**config.mk**
```make
export PLATFORM = sky130hd
export DESIGN_NAME = ffd_pipe_chain
export DESIGN_NICKNAME = d
export VERILOG_FILES = /design/src/rtl/ffd_pipe_chain.sv
export SDC_FILE = /design/constraint.sdc
export NUM_CORES = 1
export LEC_CHECK = 0
export BUFFER_PORTS_ARGS = -buffer_cell sky130_fd_sc_hd__buf_2
export CAP_MARGIN = 30
export CELL_PAD_IN_SITES_DETAIL_PLACEMENT = 0
export CELL_PAD_IN_SITES_GLOBAL_PLACEMENT = 1
export CORE_MARGIN = 2
export CORE_UTILIZATION = 38
export DETAILED_ROUTE_END_ITERATION = 7
export PLACE_DENSITY = 0.67
export SKIP_CTS_REPAIR_TIMING = 1
export SYNTH_ARGS = -nofsm -noshare
export SYNTH_HDL_FRONTEND = slang
export SYNTH_SLANG_ARGS = --single-unit
```
**constraint.sdc**
```tcl
create_clock -name i_clk -period 3.62 [get_ports i_clk]
set_clock_uncertainty 0.2 [all_clocks]
set_input_delay 0.905 -clock i_clk [delete_from_list [all_inputs] [get_ports i_clk]]
set_output_delay 0.905 -clock i_clk [all_outputs]
set_load 0.02 [all_outputs]
```
**src/rtl/ffd_pipe_chain.sv**
```systemverilog
// Multi-stage pipeline register chain with per-stage valid, valid/ready handshake,
// global flush, per-stage kill and optional bubble collapsing while the output stalls.
module ffd_pipe_chain #(
    parameter int WIDTH    = 32,
    parameter int DEPTH    = 3,
    parameter int COLLAPSE = 1
) (
    input  logic                         i_clk,
    input  logic                         i_rst_n,
    input  logic                         i_valid,
    output logic                         o_ready,
    input  logic [WIDTH-1:0]             i_data,
    output logic                         o_valid,
    input  logic                         i_ready,
    output logic [WIDTH-1:0]             o_data,
    input  logic                         i_flush,
    input  logic [DEPTH-1:0]             i_flush_mask,
    output logic [$clog2(DEPTH+1)-1:0]   o_occupancy
);

    localparam int OCC_W = $clog2(DEPTH + 1);

    logic [DEPTH-1:0]            r_v;
    logic [DEPTH-1:0][WIDTH-1:0] r_d;

    logic                        w_vin;
    logic [DEPTH-1:0]            w_ve;
    logic [DEPTH-1:0]            w_en;
    logic [DEPTH-1:0]            w_vsrc;
    logic [DEPTH-1:0][WIDTH-1:0] w_dsrc;
    logic [OCC_W-1:0]            w_occ;

    assign w_vin = i_valid & ~i_flush;
    assign w_ve  = r_v & ~({DEPTH{i_flush}} | i_flush_mask);

    // Enables resolve from the output end back towards the input
    always_comb begin
        logic en_acc;
        en_acc = i_ready;
        w_en   = '0;
        for (int k = DEPTH - 1; k >= 0; k--) begin
            if (COLLAPSE != 0)
                en_acc = ~w_ve[k] | en_acc;
            else
                en_acc = i_ready | ~w_ve[DEPTH-1];
            w_en[k] = en_acc;
        end
    end

    always_comb begin
        w_vsrc    = '0;
        w_dsrc    = '0;
        w_vsrc[0] = w_vin;
        w_dsrc[0] = i_data;
        for (int k = 1; k < DEPTH; k++) begin
            w_vsrc[k] = w_ve[k-1];
            w_dsrc[k] = r_d[k-1];
        end
    end

    always_ff @(posedge i_clk or negedge i_rst_n) begin
        if (!i_rst_n) begin
            r_v <= '0;
            r_d <= '0;
        end else begin
            for (int k = 0; k < DEPTH; k++) begin
                if (w_en[k]) begin
                    r_v[k] <= w_vsrc[k];
                    if (w_vsrc[k])
                        r_d[k] <= w_dsrc[k];
                end else begin
                    // a killed stage drops its beat even while stalled
                    r_v[k] <= w_ve[k];
                end
            end
        end
    end

    always_comb begin
        w_occ = '0;
        for (int k = 0; k < DEPTH; k++)
            w_occ = w_occ + OCC_W'(r_v[k]);
    end

    assign o_ready     = w_en[0];
    assign o_valid     = w_ve[DEPTH-1];
    assign o_data      = r_d[DEPTH-1];
    assign o_occupancy = w_occ;

endmodule
```
After elaboration in Yosys (flattened, before gate mapping)

Index checks and enable logic that the tools add are counted.
W data, S select, Z words.

Register bits: 99
Input port bits: 40

Bitwise operators: 11
Add/sub/neg operators: 2
Reduce and logical (&&, ||, !) cells: 3
Muxes and demuxes: 3

Operators by type and width:

| operator          | count |
|---|---|
| $reduce_and A2 Y1 | 3 |
| $not A1 Y1        | 4 |
| $and A3 B3 Y3     | 1 |
| $mux W1           | 3 |
| $not A3 Y3        | 1 |
| $or A1 B1 Y1      | 3 |
| $or A3 B3 Y3      | 1 |
| $add A1 B1 Y2     | 1 |
| $add A2 B1 Y2     | 1 |
| $and A1 B1 Y1     | 1 |

Depth between registers and ports, before layout

Gate-level depths: netlist of run 1.

Depth after elaboration: 8
Mapped depth: 5

Worst setup path after synthesis of run 1

OpenSTA, ideal clock, no wires.

Kind: in2out
Start point: input i_flush_mask[2]
End point: output o_ready
Required time: 2.515 ns
Data arrival time: 1.513 ns
Setup slack: 1.002 ns
Stages on the path: 2
Buffers on the path: 0
Path through: nor3b_4 nand3_1

Word-level cells in the longest chain between the ends: 7

RTL lines:

| what                      | RTL line | text |
|---|---|---|
| from (decl)               | 17       | `input logic [DEPTH-1:0] i_flush_mask,` |
| $or A3 B3 Y3              | 34       | `assign w_ve = r_v & ~({DEPTH{i_flush}} \| i_flush_mask);` |
| $not A3 Y3                | 34       |  |
| $and A3 B3 Y3             | 34       |  |
| $not A1 Y1                | n/a      |  |
| $or A1 B1 Y1              | n/a      |  |
| $or A1 B1 Y1 (2 in a row) | 43       | `en_acc = ~w_ve[k] \| en_acc;` |
| to (decl)                 | 11       | `output logic o_ready,` |

No other way between the ends.

Worst setup path after layout of run 1

Ends and elaborated chain as after synthesis.

==> results of run 1 <==
[layer usage]
metal,global-route usage (%),part of all wire [%],vias to the layer above
met5,0,0.23,-
met3,4.06,4.6,9
li1,-,-,946
met4,4.40,1.3,2
met2,20.1,48,41
met1,16.6,45,1080
[worst reg2reg max path: stages (launching register included)]
cell     delay, ns
dfrtp_1       0.40
or3b_4        0.41
a21oi_4       0.45
buf_4         0.26
mux2_2        0.34
[where the power goes]
part	internal, uW	leakage (uW)	total [uW]	switching (uW)
combinational	267	0.000856	511	244
clock	479	0.000123	859	380
sequential	1350	0.00123	1470	119
[stage by stage]
stage	power (uW)	instances	hold slack (ns)	util, %	setup WS [ns]
2_1_floorplan	1940	254	0.252	-	1.00
3_3_place_gp	2000	430	0.263	42.0	0.761
3_5_place_dp	2020	430	0.269	42.0	0.746
4_1_cts	2890	446	0.292	44.4	0.762
5_1_grt	3010	446	0.304	44.4	0.716
6_report	2840	446	0.290	44.4	0.770
[cells in the final DEF (no fill, tap or decap), drive strengths merged]
master,count
a21oi,1
a31oi,1
buf,82
bufinv,3
clkbuf,10
clkinv,1
clkinvlp,1
dfrtp,99
fa,1
inv,1
mux2,96
nand2,3
nand2b,2
nand3,1
nor2,2
nor2b,1
nor3b,4
or3b,1
[logic make-up (layout without fill, tap and decap cells)]
kind of cell / after synthesis / after routing / share of synthesized area [%]
flops: 99 / 99 / 60.8
mux: 96 / 96 / 26.6
buf+inv: 42 / 98 / 8.65
simple gates: 14 / 14 / 2.58
compound gates: 2 / 2 / 0.921
fa+ha+maj: 1 / 1 / 0.491
[flip-flops by register name, indices dropped and copies added, names as in the netlist]
register	flops
o_data	32
r_d	64
r_v	3
[layout make-up]
cell class,instances,area share (%)
Multi-Input combinational cell,113,27.2
Clock inverter,6,2.42
Sequential cell,99,53.8
Clock buffer,10,2.99
Tap cell,136,3.70
Timing Repair Buffer,82,9.90
[path summary, 6_finish.rpt]
kind | start | cells past startpoint | slack (ns) | endpoint
max reg2reg | r_v[0]$_DFF_PN0_ | 4 | 1.45 | r_d[56]$_DFFE_PN0P_
min reg2reg | r_d[11]$_DFFE_PN0P_ | 1 | 0.29 | r_d[11]$_DFFE_PN0P_
max in group asynchronous | i_rst_n | 2 | 1.98 | o_data[7]$_DFFE_PN0P_
min in group asynchronous | i_rst_n | 1 | 0.44 | r_d[16]$_DFFE_PN0P_
min | r_d[11]$_DFFE_PN0P_ | 1 | 0.29 | r_d[11]$_DFFE_PN0P_
max | i_flush_mask[2] | 4 | 0.77 | o_ready
==> impl_metrics.tcl, run 1 <==
set metrics [dict create \
    p_leak_uw 0.00220 \
    fmax_mhz 351 \
    area_delta_synth_final_pct 12.9 \
    critPathRequiredTime_ns 2.51 \
    clock-sinks 99 \
    drcViolationCount 0 \
    finalNetCount 346 \
    nFillCells 970 \
    hold_viol 0 \
    hp-class "flip-flop to flip-flop" \
    synthArstFlopShare_pct 100 \
    antennaDiodeCount 0 \
    synth-edff-count 0 \
    synthFlopType "dfrtp_1" \
    avgSynthCellArea_sq_um 16.1 \
    finalCriticalPeriod_ns 2.85 \
    portBuffers 75 \
    crit_type "primary input to primary output" \
    dp.final_hpwl_mm 4.60 \
    synth_seq_area_share_pct 60.8 \
    start_util_pct 39.3 \
    routabilityCongestion 0.750 \
    path_delay_family "simple AND/OR/NAND/NOR gates" \
    worstSetupStartpointType "primary input" \
    crit_top_cell "buf_2" \
    grt_start_max_net_pins 69 \
    die_area_sq_mm 0.0116 \
    num_io_pins 76 \
    dpl_cell_area_sq_mm 0.00435 \
    overflow 0 \
    worst_slew_pin_slew_ns 0.850 \
    path_cells "buf_2 > nor3b_4 > nand3_1 > buf_2" \
    drv_slew 0 \
    synth_commonest_cells "99 x dfrtp_1, 91 x mux2_2, 32 x buf_4" \
    grt.total_usage_pct 12.8 \
    slowest_delay_ns 0.37 \
    crit_fanout 6 \
    slew_headroom_pct 43.3 \
    powerDensity_mw_per_mm2 617 \
    synth_fp_nets 295 \
    cts_tree "done" \
    viasPerCell 4.66 \
    end_kind "primary output" \
    slowest_stage "nor3b_4" \
    routed_wl_mm 6.82 \
    antenna_found_initial 1 \
    cp.buffers_inverters 2 \
    fin_setup_tns_ns 0 \
    clk_pin_slew_ns 0.09 \
    synth_cell_types 18 \
    syn-cell-area_sq_mm 0.00408 \
    status "finished, final reports clean" \
    first_pass_iters 4 \
    final_area_sq_mm 0.00460 \
    grt_pass1_vias 2165 \
    postRouteAntennaNets 0 \
    wl_per_cell_microns 15.3 \
    yosysTopAreaCellShare_pct 60.8 \
    chipHeight_microns 108 \
    drtIter0Drc 21 \
    crit_arrival_ns 1.74 \
    h-tree-depth 3 \
    synth.area.top_cells "dfrtp_1 61%, mux2_2 25%, buf_4 5.9%" \
    core_area_sq_mm 0.0104 \
    clk_latency_ns 0.36 \
    clk_path_buf_depth 2 \
    cts_root_buf "clkbuf_8" \
    max-cap-violations 0 \
    setup_violations 0 \
    vdd_drop_max_mv 0.240 \
    netlist.top_cell.by_area "dfrtp_1" \
    period_share_pct 78.7 \
    row_count 37 \
    vias 2078 \
    regArea_sq_mm 0.00248 \
    multi_input_area_sq_mm 0.00125 \
    synth_cells 254 \
    grt_setup_unrepaired "no" \
    synth-seq-cells 99 \
    drive_gt1_share_pct 63.5 \
    fp.dieW_microns 108 \
    grt_pass1_wl_mm 11.2 \
    cts_buffers 9 \
    yosysWarnings 0 \
    yosysMostFrequentCell "dfrtp_1" \
]
No activity file was read; power rests on OpenSTA's default activity.
==> run 2, diff against run 1 <==
--- a/config.mk
+++ b/config.mk
@@ -12,7 +12,7 @@
 export CORE_MARGIN = 2
 export CORE_UTILIZATION = 38
 export DETAILED_ROUTE_END_ITERATION = 7
-export PLACE_DENSITY = 0.67
+export PLACE_DENSITY = 0.69
 export SKIP_CTS_REPAIR_TIMING = 1
 export SYNTH_ARGS = -nofsm -noshare
 export SYNTH_HDL_FRONTEND = slang
==> constraint.sdc (replaced) <==
create_clock -name i_clk -period 2.5 [get_ports i_clk]
set_clock_uncertainty 0.2 [all_clocks]
set_input_delay 0.625 -clock i_clk [delete_from_list [all_inputs] [get_ports i_clk]]
set_output_delay 0.625 -clock i_clk [all_outputs]
set_load 0.02 [all_outputs]
==> run 2 against run 1 <==
Effect of this change: sequential power rose by 44%; worst hold slack lost 0.0079 ns; non-clock buffer count rose by 5; via count decreased by 1.0%; setup slack got worse by 0.57 ns; first-iteration DRC count grew 33%; design area decreased by 0.92%; global-route usage rose by 0.053 points; register-to-register slack got worse by 0.89 ns; combinational power rose by 47%; core utilization shrank 0.41 points; total power up 34%; critical path type is now flip-flop to primary output.
==> impl_metrics.tcl, run 2 (synthesized netlist as in run 1, its figures left out) <==
set metrics [dict create \
    routed_wl_mm 6.69 \
    p_int_uw 2740 \
    finalPower_uw 3810 \
    drtIter0Drc 28 \
    crit_type "flip-flop to primary output" \
    fp.dieW_microns 108 \
    final_common_cell "dfrtp_1" \
    critPathRequiredTime_ns 1.67 \
    antennaDiodeCount 0 \
    place_ws_ns 0.188 \
    grt_setup_unrepaired "no" \
    hold_viol 0 \
    grt_start_max_net_pins 51 \
    setup_violations 0 \
    worst_slew_pin_slew_ns 0.408 \
    comb_power_share_pct 19.7 \
    period_share_pct 91.8 \
    drcViolationCount 0 \
    wl_per_cell_microns 14.8 \
    chipHeight_microns 108 \
    finalNetCount 351 \
    clkPwrFrac_pct 24.5 \
    area_delta_synth_final_pct 11.8 \
    die_area_sq_mm 0.0116 \
    layout_setup_ws_ns 0.204 \
    crit_fanout 3 \
    end_kind "primary output" \
    overflow 0 \
    postRouteAntennaNets 0 \
    hp-class "primary input to flip-flop" \
    drive_gt1_share_pct 63.8 \
    pwr-share-seq_pct 55.8 \
    nFillCells 976 \
    power.share.switching_pct 28.1 \
    viasPerCell 4.56 \
    fin_setup_tns_ns 0 \
    grt_pass1_wl_mm 11.3 \
    final_cell_mix "99 x dfrtp_1, 91 x mux2_2, 74 x buf_2" \
    max-cap-violations 0 \
    h-tree-depth 3 \
    worstSetupStartpointType "flip-flop" \
    regArea_sq_mm 0.00248 \
    slowest_stage "fa_1" \
    cts_root_buf "clkbuf_8" \
    portBuffers 75 \
    dp.final_hpwl_mm 4.83 \
    start_util_pct 39.3 \
    crit_arrival_ns 1.47 \
    cts_tree "done" \
    slew_headroom_pct 72.8 \
    power.switching_uw 1070 \
    grt.total_usage_pct 12.8 \
    clk_path_buf_depth 2 \
    cts_buffers 9 \
    grt_pass1_vias 2175 \
    core_area_sq_mm 0.0104 \
    clock-sinks 99 \
    slowest_delay_ns 0.53 \
    first_pass_iters 4 \
    postLayoutCoreUtil_pct 44.0 \
    num_io_pins 76 \
    clk_latency_ns 0.36 \
    vias 2057 \
    status "finished, final reports clean" \
    top_register "r_d" \
    path_cells "fa_1 > buf_2" \
    powerDensity_mw_per_mm2 835 \
    finalCriticalPeriod_ns 2.30 \
    largest_register_ffs 64 \
    vdd_drop_max_mv 0.304 \
    clk_pin_slew_ns 0.10 \
    holdWs_ns 0.282 \
    drv_slew 0 \
    fmax_mhz 436 \
    antenna_found_initial 0 \
    routabilityCongestion 0.701 \
    multi_input_area_sq_mm 0.00125 \
    row_count 37 \
    p_leak_uw 0.00218 \
]
-- run 2: cell types whose count changed in the layout (fill, tap and decap cells not counted), sizes merged --
cell         change
clkinvlp         +2
inv              -1
clkinv           +2
dlygate4sd3      +1
buf              +4
bufinv           -3
-- run 2: area by class of cell --
type                       count  area share (%)
multi-input combinational    113            27.4
timing repair buffer          87            10.6
clock buffer                  10            3.02
tap                          136            3.73
clock inverter                 6           0.906
sequential                    99            54.3
-- run 2: routing by layer --
layer	wire (microns)	global-route usage (%)	share of wire, %	vias to the layer above
met2	3150	19.9	47	46
met4	122	5.77	1.8	0
met5	0	0	0	-
li1	-	-	-	955
met1	3020	16.4	45	1046
met3	391	4.00	5.8	10
-- run 2: worst paths after layout --
check                                    startpoint             endpoint  slack [ns]  cells past startpoint
max in group asynchronous                   i_rst_n  r_d[45]$_DFFE_PN0P_        0.95                      3
worst max-delay path               r_v[0]$_DFF_PN0_       o_occupancy[0]        0.20                      2
worst min-delay path                     i_data[12]  r_d[12]$_DFFE_PN0P_        0.28                      2
worst min register to register  r_d[37]$_DFFE_PN0P_  r_d[37]$_DFFE_PN0P_        0.29                      1
min in group asynchronous                   i_rst_n  r_d[49]$_DFFE_PN0P_        0.52                      2
worst max register to register     r_v[0]$_DFF_PN0_  r_d[35]$_DFFE_PN0P_        0.56                      4
-- run 2: metrics by stage --
stage | instances | area [sq um]
detailed placement | 434 | 4370
finish | 451 | 4560
floorplan | 254 | 4080
CTS | 450 | 4550
global placement | 434 | 4370
global route | 451 | 4560
-- run 2: critical path, delay by kind of cell (launching register included) --
| family | cells | cell delay, ns |
|---|---|---|
| adders and majority gates | 1 | 0.53 |
| buffers and inverters | 1 | 0.16 |
| DFF | 1 | 0.43 |
-- run 2: power groups by stage --
stage	Combinational (uW)	Sequential, uW	Clock (uW)
after global routing	819	2180	1050
after global placement	745	2150	0
after floorplan	707	2110	0
final	750	2120	932
after detailed placement	766	2170	0
after CTS	767	2130	980
